--- src/rtl/nth_root_iter_if.sv ---
// nth_root_iter_if
//   Operand/result handshake bundle for the k-th root engine.
//   master : operand producer / result consumer (drives in_*, out_ready)
//   slave  : the engine (drives in_ready, out_*)
//   in_valid/in_ready   operand handshake, in_data_1 = radicand X, in_data_2 = order k
//   out_valid/out_ready result handshake, out_data = root (FRAC_W fraction bits), out_err = bad order
interface nth_root_iter_if #(
    parameter int IN_W   = 10,
    parameter int FRAC_W = 10,
    parameter int ORD_W  = 3
);
    localparam int OUT_W = IN_W + FRAC_W;

    logic             in_valid;
    logic             in_ready;
    logic [IN_W-1:0]  in_data_1;
    logic [ORD_W-1:0] in_data_2;
    logic             out_valid;
    logic             out_ready;
    logic [OUT_W-1:0] out_data;
    logic             out_err;

    modport master (
        output in_valid, in_data_1, in_data_2, out_ready,
        input  in_ready, out_valid, out_data, out_err
    );

    modport slave (
        input  in_valid, in_data_1, in_data_2, out_ready,
        output in_ready, out_valid, out_data, out_err
    );
endinterface

--- src/rtl/nth_root_iter.sv ---
// nth_root_iter
//   Multi-cycle k-th root: out_data = floor(X^(1/k) * 2^FRAC_W), one result bit
//   per iteration MSB first, trial powers built by repeated multiplication.
//   clk    : rising-edge clock
//   rst_n  : synchronous active-low reset
//   bus    : nth_root_iter_if.slave (operand and result ready/valid handshakes)
//
//   state | meaning
//   ------+--------------------------------------------------------------
//   IDLE  | in_ready=1, waiting for an operand
//   LOAD  | acc <= trial, start of the power for the current bit
//   POW   | acc <= acc*trial until trial^k is formed (k-1 cycles)
//   CMP   | compare trial^k with target, keep or drop the bit
//   DONE  | out_valid=1, result held until out_ready
module nth_root_iter #(
    parameter int IN_W    = 10,
    parameter int FRAC_W  = 10,
    parameter int ORD_W   = 3,
    parameter int MAX_ORD = 5
) (
    input  logic           clk,
    input  logic           rst_n,
    nth_root_iter_if.slave bus
);
    localparam int OUT_W = IN_W + FRAC_W;
    localparam int T_W   = IN_W + MAX_ORD * FRAC_W;
    localparam int P_W   = OUT_W * MAX_ORD;
    localparam int BIT_W = $clog2(OUT_W);

    typedef enum logic [2:0] {
        S_IDLE,
        S_LOAD,
        S_POW,
        S_CMP,
        S_DONE
    } state_t;

    state_t             state_q, state_d;
    logic [ORD_W-1:0]   k_q, k_d;
    logic [T_W-1:0]     target_q, target_d;
    logic [OUT_W-1:0]   res_q, res_d;
    logic [BIT_W-1:0]   bit_q, bit_d;
    logic [P_W-1:0]     acc_q, acc_d;
    logic [ORD_W-1:0]   cnt_q, cnt_d;
    logic               err_q, err_d;

    logic [OUT_W-1:0]   trial;
    logic [P_W-1:0]     trial_ext;
    logic [P_W-1:0]     target_ext;
    logic               ord_bad;

    assign trial      = res_q | (OUT_W'(1) << bit_q);
    assign trial_ext  = P_W'(trial);
    assign target_ext = P_W'(target_q);
    assign ord_bad    = (bus.in_data_2 == '0) || (bus.in_data_2 > ORD_W'(MAX_ORD));

    always_ff @(posedge clk) begin
        if (!rst_n) begin
            state_q  <= S_IDLE;
            k_q      <= '0;
            target_q <= '0;
            res_q    <= '0;
            bit_q    <= '0;
            acc_q    <= '0;
            cnt_q    <= '0;
            err_q    <= 1'b0;
        end else begin
            state_q  <= state_d;
            k_q      <= k_d;
            target_q <= target_d;
            res_q    <= res_d;
            bit_q    <= bit_d;
            acc_q    <= acc_d;
            cnt_q    <= cnt_d;
            err_q    <= err_d;
        end
    end

    always_comb begin
        state_d  = state_q;
        k_d      = k_q;
        target_d = target_q;
        res_d    = res_q;
        bit_d    = bit_q;
        acc_d    = acc_q;
        cnt_d    = cnt_q;
        err_d    = err_q;
        case (state_q)
            S_IDLE: begin
                if (bus.in_valid) begin
                    k_d      = bus.in_data_2;
                    // illegal orders may shift X entirely out; result is forced to 0 anyway
                    target_d = T_W'(bus.in_data_1) << (bus.in_data_2 * FRAC_W);
                    res_d    = '0;
                    bit_d    = BIT_W'(OUT_W - 1);
                    err_d    = ord_bad;
                    if (ord_bad || bus.in_data_1 == '0) state_d = S_DONE;
                    else                                 state_d = S_LOAD;
                end
            end
            S_LOAD: begin
                acc_d   = trial_ext;
                cnt_d   = ORD_W'(1);
                state_d = (k_q == ORD_W'(1)) ? S_CMP : S_POW;
            end
            S_POW: begin
                // trial < 2^OUT_W, so trial^MAX_ORD fits in P_W without wrapping
                acc_d = acc_q * trial_ext;
                cnt_d = cnt_q + ORD_W'(1);
                if (cnt_d == k_q) state_d = S_CMP;
            end
            S_CMP: begin
                if (acc_q == target_ext) begin
                    res_d   = trial;
                    state_d = S_DONE;
                end else begin
                    if (acc_q < target_ext) res_d = trial;
                    if (bit_q == '0) begin
                        state_d = S_DONE;
                    end else begin
                        bit_d   = bit_q - BIT_W'(1);
                        state_d = S_LOAD;
                    end
                end
            end
            S_DONE: begin
                if (bus.out_ready) state_d = S_IDLE;
            end
            default: state_d = S_IDLE;
        endcase
    end

    // res is cleared on every accept, so it already reads 0 on the error and X==0 paths
    always_comb begin
        bus.in_ready  = (state_q == S_IDLE);
        bus.out_valid = (state_q == S_DONE);
        bus.out_data  = res_q;
        bus.out_err   = err_q;
    end
endmodule

--- src/flat_wrapper.sv ---
// flat-port wrapper written by rule: the top's interface ports become plain ports
module nth_root_iter_flat 
#(
    parameter int IN_W    = 10,
    parameter int FRAC_W  = 10,
    parameter int ORD_W   = 3,
    parameter int MAX_ORD = 5
)
  (clk, rst_n, bus_in_valid, bus_in_data_1, bus_in_data_2, bus_out_ready, bus_in_ready, bus_out_valid, bus_out_data, bus_out_err);
  nth_root_iter_if #(.IN_W(IN_W), .FRAC_W(FRAC_W), .ORD_W(ORD_W)) bus_i ();
  input  logic clk;
  input  logic rst_n;
  input wire logic [$bits(bus_i.in_valid)-1:0] bus_in_valid;
  input wire logic [$bits(bus_i.in_data_1)-1:0] bus_in_data_1;
  input wire logic [$bits(bus_i.in_data_2)-1:0] bus_in_data_2;
  input wire logic [$bits(bus_i.out_ready)-1:0] bus_out_ready;
  output wire logic [$bits(bus_i.in_ready)-1:0] bus_in_ready;
  output wire logic [$bits(bus_i.out_valid)-1:0] bus_out_valid;
  output wire logic [$bits(bus_i.out_data)-1:0] bus_out_data;
  output wire logic [$bits(bus_i.out_err)-1:0] bus_out_err;
  assign bus_i.in_valid = bus_in_valid;
  assign bus_i.in_data_1 = bus_in_data_1;
  assign bus_i.in_data_2 = bus_in_data_2;
  assign bus_i.out_ready = bus_out_ready;
  assign bus_in_ready = bus_i.in_ready;
  assign bus_out_valid = bus_i.out_valid;
  assign bus_out_data = bus_i.out_data;
  assign bus_out_err = bus_i.out_err;
  nth_root_iter #(.IN_W(IN_W), .FRAC_W(FRAC_W), .ORD_W(ORD_W), .MAX_ORD(MAX_ORD)) u_core (.clk(clk), .rst_n(rst_n), .bus(bus_i));
endmodule
--- config.mk ---
export PLATFORM = sky130hd
export DESIGN_NAME = nth_root_iter_flat
export DESIGN_NICKNAME = d
export VERILOG_FILES = /design/src/rtl/nth_root_iter_if.sv /design/src/rtl/nth_root_iter.sv /design/src/flat_wrapper.sv
export SDC_FILE = /design/constraint.sdc
export NUM_CORES = 2
export LEC_CHECK = 0
export CORE_ASPECT_RATIO = 1.2
export CORE_MARGIN = 4
export CORE_UTILIZATION = 56
export DETAILED_ROUTE_END_ITERATION = 8
export PLACE_DENSITY_LB_ADDON = 0.08
export SYNTH_ARGS = -nofsm -noshare
export SYNTH_HDL_FRONTEND = slang
export SYNTH_SLANG_ARGS = --single-unit
--- constraint.sdc ---
create_clock -name clk -period 24.9 [get_ports clk]
set_input_delay 3.735 -clock clk [delete_from_list [all_inputs] [get_ports clk]]
set_output_delay 3.735 -clock clk [all_outputs]
set_load 0.01 [all_outputs]
# Yosys cells after proc, flatten, opt, wreduce, memory -nomap -nowiden
# Index checks and enable logic that the tools add are counted.
dict set report totals {
  ramBits 0
  register_bits 195
  word_cells 60
  latchBits 0
  memories 0
  mem_bits_ro 0
}
dict set report classes {
  add_sub_neg 2
  n_shift 2
  reduce_logical 12
  n_bitwise 1
  multipliers 2
  n_eq_ne 13
  div_mod_pow 0
  n_lt_le_gt_ge 2
  n_mux 18
}
# operator count
set op_table {}
lappend op_table {{100-bit one-hot mux with 2 select lines} 1}
lappend op_table {{100-bit by 60-bit == test with 1-bit output} 1}
lappend op_table {{100-bit by 60-bit < comparator with 1-bit output} 1}
lappend op_table {{100-bit by 20-bit multiplier with 100-bit output} 1}
lappend op_table {{20-bit two-way mux} 3}
lappend op_table {{10-bit by 7-bit left shift with 60-bit output} 1}
lappend op_table {{20-bit one-hot mux with 2 select lines} 1}
lappend op_table {{20-bit bitwise OR} 1}
lappend op_table {{1-bit by 5-bit left shift with 20-bit output (first input constant)} 1}
lappend op_table {{3-bit two-way mux} 6}
lappend op_table {{5-bit two-way mux} 3}
lappend op_table {{3-bit one-hot mux with 5 select lines} 1}
lappend op_table {{10-bit logical NOT} 1}
lappend op_table {{5-bit one-hot mux with 2 select lines} 1}
lappend op_table {{2-bit != test (second input constant)} 4}
lappend op_table {{3-bit by 1-bit == test with 1-bit output (second input constant)} 2}
lappend op_table {{3-bit by 2-bit == test with 1-bit output (second input constant)} 2}
lappend op_table {{3-bit logical NOT} 2}
lappend op_table {{3-bit by 3-bit multiplier with 6-bit output (second input constant)} 1}
lappend op_table {{3-bit one-hot mux with 2 select lines} 1}
lappend op_table {{3-bit AND reduction} 2}
lappend op_table {{5-bit logical NOT} 1}
lappend op_table {{5-bit by 1-bit subtractor with 5-bit output (second input constant)} 1}
lappend op_table {{4-bit AND reduction} 1}
lappend op_table {{other kinds (10)} 12}

# Depth between registers and ports, before layout
dict set report logic_depth {
  depth_word 6
  depth_mapped 34
  ltp_nobuf 31
}

# Worst setup path after synthesis
# Ideal clock, no wire load.
dict set report synth_timing {
  path_type {reg-to-reg}
  startpoint {register u_core.bit_q[1]}
  endpoint {register u_core.acc_q[98]}
  path_buffers 4
  arrival_ps 7972
  required_ps 24836
  slack_ps 16864
  path_stages_with_launch 33
  cell_sequence {dfxtp_1 > inv_1 > ha_1 > nor2b_1 > clkbuf_1 > a21o_1 > clkbuf_1 > clkbuf_1 > nand2_1 > fa_1 > inv_1 > fa_1 > inv_1 > fa_1 > inv_1 > fa_1 > fa_1 > fa_1 > inv_1 > fa_1 > inv_1 > ha_1 > clkbuf_1 > nand2_1 > or3_1 > o221a_1 > nand3b_2 > a21oi_2 > o21ai_1 > and3_4 > o31a_1 > or4_1 > nand3_1}
}
dict set report synth_between {
  elab_chain_cells 4
}
# element line
set synth_rtl {}
lappend synth_rtl {{start, declared} nth_root_iter.sv:42} ;# logic [BIT_W-1:0] bit_q, bit_d;
lappend synth_rtl {{start signal, assigned} nth_root_iter.sv:72} ;# bit_q <= bit_d;
lappend synth_rtl {{1-bit by 5-bit left shift with 20-bit output} nth_root_iter.sv:52} ;# assign trial = res_q | (OUT_W'(1) << bit_q);
lappend synth_rtl {{20-bit bitwise OR} nth_root_iter.sv:52}
lappend synth_rtl {{100-bit by 20-bit multiplier with 100-bit output} nth_root_iter.sv:108} ;# acc_d = acc_q * trial_ext;
lappend synth_rtl {{100-bit one-hot mux with 2 select lines} nth_root_iter.sv:88} ;# case (state_q)
lappend synth_rtl {{end signal, assigned} nth_root_iter.sv:64} ;# acc_q <= '0;
lappend synth_rtl {{end signal, assigned} nth_root_iter.sv:73} ;# acc_q <= acc_d;
lappend synth_rtl {{end, declared} nth_root_iter.sv:43} ;# logic [P_W-1:0] acc_q, acc_d;
# Every way passes these cells.
# A chain may end at the register's enable or synchronous reset.

# Worst setup path in the final report
dict set report layout_timing {
  startpoint {register u_core.bit_q[0]}
  endpoint {register u_core.acc_q[45]}
}
# Same word-level chain as after synthesis.

==> results.json <==
{
  "status": "finished clean",
  "place.gp.congestion": 0.9492,
  "dpl_cell_area_um2": 64660,
  "crit_type": "reg2reg",
  "antenna_found_initial": 7,
  "final.setup.tns_ns": 0,
  "holdBufCountCts": 0,
  "post_cts_resized": 0,
  "p_int_mw": 0.5077,
  "p_comb_share_pct": 28.5,
  "cts_root_buf": "clkbuf_16",
  "ys_top_cells_by_area": "fa_1 50%, inv_1 10%, nand2_1 8.8%",
  "min_path_type": "reg2reg",
  "slew_viol_final": 0,
  "yosys-top-cells-count": "1720 x inv_1, 1577 x fa_1, 1475 x nand2_1, 529 x and2_1, 449 x clkbuf_1",
  "leakage_nw": 32.49,
  "drc": 0,
  "met3_usage_pct": 4.603,
  "synth_area_per_cell_um2": 8.541,
  "grt_pass1_vias": 53840,
  "clkSlewWorstSetupHoldPaths_ns": 0.10,
  "crit_path_top_delay_cell": "buf_4",
  "grt.met1_usage_pct": 40.40,
  "groute.usage.overall_pct": 33.37,
  "grt_max_degree": 76,
  "post-synth-top-count-cell": "inv_1",
  "rows": 134,
  "p_sw_share_pct": 44.35,
  "grt_util_met2_pct": 59.02,
  "wl_per_cell_um": 22.08,
  "io_buffers": 39,
  "ys_ff_latch": 195,
  "vias": 49330,
  "worstSkewPairLatency_ns": 0.54,
  "syn-num-nets": 9214,
  "place_hpwl_um": 141800,
  "start_util_pct": 56.61,
  "grt_busiest_layer": "met2",
  "setup_viol": 0,
  "synth_area_um2": 63220,
  "async_flop_share_pct": 0,
  "area_growth_pct": 3.311,
  "p_sw_mw": 0.4046,
  "cts_max_path_buffers": 2,
  "synth.top_cell.area_share_pct": 49.94,
  "die_y_um": 376.1,
  "instances_no_fill": 8602,
  "start_kind": "flop",
  "die_area_um2": 118300,
  "rsz0062_at_grt": "no",
  "final_util_pct": 58.49,
  "synth.largest_area_cell": "fa_1",
  "fmax_mhz": 97.95,
  "cp.arrival_ns": 10.61,
  "whs_path_depth": 2,
  "ant_nets": 0,
  "setup_slack_ns": 14.69,
  "slew_headroom_pct": 21.14,
  "worst_pin_slew_ns": 1.183,
  "grt_pass1_wl_um": 303100,
  "vias_per_cell": 5.734,
  "finalCritPeriodShare_pct": 41.00,
  "io_pins": 40,
  "p_seq_share_pct": 36.2,
  "ys_seq_area_share_pct": 6.175,
  "tritoncts": "yes",
  "fin_nets": 8904,
  "peakVddDrop_uv": 38.81,
  "rr_worst_depth": 27,
  "worst-path-max-fanout": 51,
  "cpMostUsedCell": "fa_1",
  "hold_viol": 0,
  "die_w_um": 314.7,
  "synthCells": 7402,
  "grt_remaining_overflow": 0,
  "cellPowerDensity_nw_per_um2": 13.97,
  "htreeDepth": 4,
  "clock_skew_ns": 0.02737,
  "layout-drive-gt1-share_pct": 3.181,
  "drt_wl_total_um": 190000,
  "synth_cell_type_count": 87,
  "core_um2": 111700,
  "final_cell_area_um2": 65310,
  "whs_ns": 0.4624,
  "p_clk_share_pct": 35.3,
  "drtPass1Iterations": 6,
  "drt_iter0_markers": 3336,
  "yosysWarnings": 0,
  "place_ws_ns": 14.84,
  "clock_sinks": 195,
  "slowest_delay_ns": 0.74,
  "cap_violations": 0,
  "place_inst": 8569,
  "numCtsBuffers": 17,
  "ys.flop_type": "dfxtp_1",
  "post-route-min-period_ns": 10.21,
  "end_kind": "flop",
  "p_total_mw": 0.9123,
  "crit_required_ns": 25.30,
  "synth_edf_count": 0,
  "post_cts_buffers": 0
}
state kept, by name, summed over array words and instances, names as in the netlist:
register / cells
u_core.acc_q: 100
u_core.k_q: 3
u_core.target_q: 60
u_core.state_q: 3
u_core.bit_q: 5
u_core.cnt_q: 3
u_core.bus.out_data: 20
u_core.bus.out_err: 1
cells in the final DEF (no fill, tap or decap), types with 12 or more instances in the layout:
master	instances
nor2b_1	19
o2bb2ai_1	12
nand3_1	23
o21ai_0	133
nor3_1	26
clkbuf_16	17
o22ai_1	27
xor2_1	50
a21oi_1	181
nor2_1	138
ha_1	218
a21o_1	82
nand2_1	1475
and2_1	529
o21bai_1	25
o21ai_1	20
fa_1	1577
nand4_1	49
a22oi_1	61
inv_1	1719
dfxtp_1	193
o32ai_1	13
a31oi_1	21
buf_4	121
a211oi_1	13
o21a_1	13
mux2i_1	12
nor4_1	16
clkdlybuf4s50_1	39
xnor2_1	84
power groups by stage:
stage | registers (mW) | logic, mW | clock network, mW
after floorplan | 0.330 | 0.150 | 0
final | 0.330 | 0.260 | 0.322
after CTS | 0.329 | 0.255 | 0.326
after global placement | 0.336 | 0.252 | 0
after detailed placement | 0.337 | 0.254 | 0
after global routing | 0.331 | 0.273 | 0.336
final cells by class:
class | count | area, um2
clock buffers | 17 | 425.4
clock inverters | 15 | 222.7
diodes | 1 | 2.502
well taps | 1496 | 1872
fillers | 10230 | 46350
flip-flops and latches | 195 | 3906
repair buffers | 160 | 1299
inverters | 1720 | 6456
multi-input cells | 4998 | 51130
worst max-delay path, delay by kind of cell (launching register included):
kind	cells	cell delay [ns]
adders and majority gates	9	4.24
AOI/OAI and AO/OA	7	2.26
and+or+nand+nor	6	2.03
buffers and inverters	4	0.89
DFF	1	0.44
xor gates and xnor gates	1	0.14
kinds of logic (layout without fill, tap and decap cells):
family / after synthesis / count (layout) / share of synthesized area, %
xor gates and xnor gates: 134 / 134 / 1.857
other: 0 / 1 / 0
DFF: 195 / 195 / 6.175
and+or+nand+nor: 2345 / 2345 / 16.87
muxes: 16 / 16 / 0.2613
AOI/OAI and AO/OA: 708 / 708 / 7.333
adders and majority gates: 1795 / 1795 / 54.25
buffers and inverters: 2209 / 1912 / 13.25
final timing paths:
check                           slack, ns                        startpoint                                to
worst max-delay path                14.69      u_core.bit_q[0]$_SDFFE_PN0P_     u_core.acc_q[45]$_SDFFE_PN0P_
worst min-delay path                 0.46  u_core.target_q[32]$_SDFFE_PN0P_  u_core.target_q[32]$_SDFFE_PN0P_
worst max register to register      14.69      u_core.bit_q[0]$_SDFFE_PN0P_     u_core.acc_q[45]$_SDFFE_PN0P_
worst min register to register       0.46  u_core.target_q[32]$_SDFFE_PN0P_  u_core.target_q[32]$_SDFFE_PN0P_
layer usage:
metal  wire (um)  part of all wire (%)
met5           7                0.0037
met4       10300                   5.4
met3       12550                   6.6
met2       96950                    51
met1       70150                    37
Note: power is estimated with default switching activity, not from simulation.
